File: src/rtl/pulse_gen.sv
// Multi-channel pulse generator: each channel produces either a one-shot pulse
// or a periodic HIGH/LOW waveform, started by a rising edge on its trigger.
module pulse_gen #(
  parameter int CHANNELS = 4,
  parameter int CNT_W    = 8,
  parameter bit RETRIG   = 1'b1
) (
  input  logic                clock,
  input  logic                reset,
  input  logic [CHANNELS-1:0] trig,
  input  logic [CHANNELS-1:0] mode,
  input  logic [CHANNELS-1:0] stop,
  input  logic [CNT_W-1:0]    len_hi,
  input  logic [CNT_W-1:0]    len_lo,
  output logic [CHANNELS-1:0] out,
  output logic [CHANNELS-1:0] busy,
  output logic [CHANNELS-1:0] done,
  output logic                rst_pulse
);

  localparam logic [1:0] IDLE = 2'd0;
  localparam logic [1:0] HIGH = 2'd1;
  localparam logic [1:0] LOW  = 2'd2;

  // A programmed length of zero behaves as one cycle, so the counter starts at 0.
  logic [CNT_W-1:0] hi_load;
  logic [CNT_W-1:0] lo_load;
  logic             rst_pulse_q;

  assign hi_load = (len_hi == '0) ? '0 : len_hi - CNT_W'(1);
  assign lo_load = (len_lo == '0) ? '0 : len_lo - CNT_W'(1);

  always_ff @(posedge clock or posedge reset) begin
    if (reset) begin
      rst_pulse_q <= 1'b1;
    end else begin
      rst_pulse_q <= 1'b0;
    end
  end

  assign rst_pulse = rst_pulse_q;

  for (genvar gi = 0; gi < CHANNELS; gi++) begin : g_ch
    logic [1:0]       state_q, state_d;
    logic [CNT_W-1:0] cnt_q, cnt_d;
    logic             mode_q, mode_d;
    logic             out_q, out_d;
    logic             done_q, done_d;
    logic             busy_q;
    logic             trig_prev_q;
    logic             trig_edge;

    assign trig_edge = trig[gi] & ~trig_prev_q;

    always_comb begin
      state_d = state_q;
      cnt_d   = cnt_q;
      mode_d  = mode_q;
      out_d   = out_q;
      done_d  = 1'b0;
      if (stop[gi]) begin
        state_d = IDLE;
        cnt_d   = '0;
        out_d   = 1'b0;
      end else begin
        case (state_q)
          IDLE: begin
            if (trig_edge) begin
              state_d = HIGH;
              out_d   = 1'b1;
              mode_d  = mode[gi];
              cnt_d   = hi_load;
            end
          end
          HIGH: begin
            // Retrigger wins over natural completion, so no done strobe fires.
            if (RETRIG && !mode_q && trig_edge) begin
              cnt_d = hi_load;
            end else if (cnt_q != '0) begin
              cnt_d = cnt_q - CNT_W'(1);
            end else if (mode_q) begin
              state_d = LOW;
              out_d   = 1'b0;
              cnt_d   = lo_load;
            end else begin
              state_d = IDLE;
              out_d   = 1'b0;
              done_d  = 1'b1;
            end
          end
          LOW: begin
            if (cnt_q == '0) begin
              state_d = HIGH;
              out_d   = 1'b1;
              cnt_d   = hi_load;
            end else begin
              cnt_d = cnt_q - CNT_W'(1);
            end
          end
          default: begin
            state_d = IDLE;
            out_d   = 1'b0;
            cnt_d   = '0;
          end
        endcase
      end
    end

    // trig_prev resets high so a trigger held through reset does not fire.
    always_ff @(posedge clock or posedge reset) begin
      if (reset) begin
        state_q     <= IDLE;
        cnt_q       <= '0;
        mode_q      <= 1'b0;
        out_q       <= 1'b0;
        done_q      <= 1'b0;
        busy_q      <= 1'b0;
        trig_prev_q <= 1'b1;
      end else begin
        state_q     <= state_d;
        cnt_q       <= cnt_d;
        mode_q      <= mode_d;
        out_q       <= out_d;
        done_q      <= done_d;
        busy_q      <= (state_d != IDLE);
        trig_prev_q <= trig[gi];
      end
    end

    assign out[gi]  = out_q;
    assign busy[gi] = busy_q;
    assign done[gi] = done_q;
  end

endmodule

File: config.mk
export PLATFORM = sky130hd
export DESIGN_NAME = pulse_gen
export DESIGN_NICKNAME = d
export VERILOG_FILES = /design/src/rtl/pulse_gen.sv
export SDC_FILE = /design/constraint.sdc
export NUM_CORES = 1
export LEC_CHECK = 0
export CAP_MARGIN = 20
export CORE_UTILIZATION = 63
export DETAILED_ROUTE_END_ITERATION = 12
export GPL_TIMING_DRIVEN = 0
export PLACE_DENSITY_LB_ADDON = 0.15
export SKIP_LAST_GASP = 1
export SYNTH_ARGS = -nofsm -noshare
export SYNTH_HDL_FRONTEND = slang
export SYNTH_SLANG_ARGS = --single-unit
File: constraint.sdc
create_clock -name clock -period 4.9 [get_ports clock]
set_input_delay 0.735 -clock clock [delete_from_list [all_inputs] [get_ports clock]]
set_output_delay 0.735 -clock clock [all_outputs]
set_load 0.03 [all_outputs]
==> impl_metrics.toml <==
[sta]
rsz0062_at_grt = "no"
holdWs_ns = 0.5288
fmax_ghz = 0.3108
min_period_over_period_pct = 65.65
setup_slack_ns = 1.683
slew_violations = 0
skew_ns = 0.008480
max_slew_margin_pct = 37.61
min_period_ns = 3.217
tightest_slew_ns = 0.9237
setup_tns_ns = 0
timing_hold_violations_final = 0
setup_violations = 0

[global_route]
track_usage_pct = 33.72
grt_pass1_wl_mm = 19.35
antenna_found_initial = 0
overflow = 0
grt_pass1_vias = 4079
grt_start_max_net_pins = 43

[worst_setup_path]
critPathLaunchType = "input port"
cp-end-kind = "flop"
path_class = "in -> reg"
crit_path_cell_trace = "clkdlybuf4s50_1 -> inv_1 -> ha_1 -> or4b_2 -> nor4_1 -> nor2_1 -> nand2_1 -> o21ai_0 -> a221o_1"
critPathMaxStageDelay_ns = 0.62
cp_max_fo = 5
cp_slowest_cell = "or4b_2"
crit_arrival_ns = 3.45
crit_required_ns = 5.13

[routing]
drtAntennaViolNets = 0
num_vias = 4505
drt_iter0_markers = 387
firstDrtPassIters = 7
drt-vias-per-instance = 6.501
totalWireLength_mm = 11.91
drc = 0
wl_per_cell_um = 17.18

[floorplanning]
core_area_um2 = 6794
fp.dieH_um = 85.91
dieArea_um2 = 7380
ios = 43
start_util_pct = 65.29
num_rows = 30
die_x_um = 85.91

[flow_run]
max_cap_viol_count = 0

[clock_network]
cts_htree_levels = 3
clk_latency_ns = 0.35
cts_tree = "built"
path_clk_slew_ns = 0.07
cts.sinks = 61
clock_path_buffers = 2
hold_buffers = 0
post_cts_buffers = 0
cts_root_buf = "clkbuf_8"
cts_resized = 0
cts_made_buffers = 9

[final_layout]
final_common_cell = "nor2_1"
drive_gt1_share_pct = 9.548
area.growth.synth_to_final_pct = 16.30
num_antenna_cells = 0
mostFrequentLayoutCells = "nor2_1, dfrtp_1, nand2_1"
instances_no_fill = 693
register_area_um2 = 1533
fill_cells = 503
nets = 631
multi_input_area_um2 = 2629

[yosys]
synth_flop_cell = "dfrtp_1"
syn_inst = 541
synthDistinctLibCells = 65
synth_edf_count = 0
async_flop_share_pct = 100.0
syn_area_um2 = 4436
yosysSeqAreaShare_pct = 34.56
yosysWarnings = 0
synth.net_count = 580
avgSynthCellArea_um2 = 8.199
ys_seq_elements = 61

[placed_design]
placed_cells = 677
gp_congestion = 0.9444
dpl.hpwl_mm = 8.521
port_buffers = 39
pre_cts_ws_ns = 1.368

[power_and_ir_drop]
vdd_drop_max_uv = 362.3
p_per_area_nw_per_um2 = 429.0
leakage_nw = 2.147

[outcome]
status = "finished clean"

[worst_hold_path]
hold_class = "reg -> reg"
-- power by group --
group / total, mW / internal (mW) / switching, mW
Clock: 0.451 / 0.247 / 0.204
Sequential: 0.714 / 0.598 / 0.115
Combinational: 1.05 / 0.434 / 0.614
Total: 2.21 / 1.28 / 0.934
-- final cells by class --
type                    count  share of cell area [%]
plain buffers              33                   3.299
flip-flops and latches     61                   29.71
clock inverters             4                  0.9217
well taps                  96                   2.328
inverters                  27                   2.013
clock buffers              12                   2.813
repair buffers             40                   7.955
multi-input cells         420                   50.96
-- registers in the layout (all words and copies together) (netlist names) --
signal and flops:
g_ch.state_q 8, g_ch.busy_q 4, g_ch.mode_q 4, g_ch.done_q 4, g_ch.out_q 4, g_ch.cnt_q 32
g_ch.trig_prev_q 4, rst_pulse 1
-- synth_stat cells, types with 5 or more instances --
cell type   n  area [um2]
nor2b_1    11       68.82
nor4_1     13       81.33
nor3_1     14       70.07
nand3_1     5       25.02
nand2b_1   12       75.07
xor2_1      6       52.55
or4_1       8       60.06
a211oi_1    9       67.56
xnor2_1     7       61.31
o21ai_0    46       230.2
mux2_2      5       56.30
buf_4      12       90.09
ha_1        9       112.6
nand2_1    48       180.2
inv_1      26       97.59
mux2i_1     5       50.05
or3_1       6       37.54
nor2_1     67       251.5
clkbuf_1   18       67.56
a22o_1     11       96.34
o211ai_1    6       45.04
or3b_2      7       61.31
a221oi_1   13       113.9
dfstp_2     5       131.4
a21oi_1    37       185.2
dfrtp_1    56        1401
-- path summary, 6_finish.rpt --
kind,start,endpoint,slack [ns],cells past startpoint
worst min-delay path,g_ch[3].cnt_q[6],g_ch[3].cnt_q[6],0.53,1
max in group asynchronous,reset,g_ch[2].trig_prev_q,3.56,3
worst max-delay path,len_hi[0],g_ch[0].cnt_q[1],1.68,9
worst max register to register,g_ch[2].cnt_q[0],g_ch[2].cnt_q[4],1.88,10
min in group asynchronous,reset,g_ch[0].cnt_q[0],0.71,2
worst min register to register,g_ch[3].cnt_q[6],g_ch[3].cnt_q[6],0.53,1
-- routing by layer --
metal	up-vias	global-route usage (%)	routed length [um]
met5	-	0	0
met4	0	17.27	404
met1	2111	44.60	4854
met3	48	6.641	1013
met2	251	52.53	5636
li1	2095	-	-
-- worst max-delay path: cells and delay by family --
family                   cells  cell delay (ns)
adder cells (fa/ha/maj)      1             0.19
buffers and inverters        2             0.61
AND/OR/NAND/NOR              4             1.49
AO/OA/AOI/OAI                2             0.42
-- per-stage QoR --
stage	util, %	area [um2]	power, mW
floorplan	-	4436	1.474
global placement	72.80	4946	1.703
detailed placement	73.09	4966	1.734
CTS	75.93	5159	2.188
global route	75.93	5159	2.354
finish	75.93	5159	2.213
-- cell families after synthesis --
group / after synthesis / synth area share (%)
simple gates: 211 / 24.68
flops: 61 / 34.56
compound gates: 176 / 27.00
xor+xnor: 13 / 2.567
other cells: 1 / 0.08455
fa+ha+maj: 9 / 2.539
buf+inv: 60 / 6.178
mux: 10 / 2.398
Note: power is estimated with default switching activity, not from simulation.
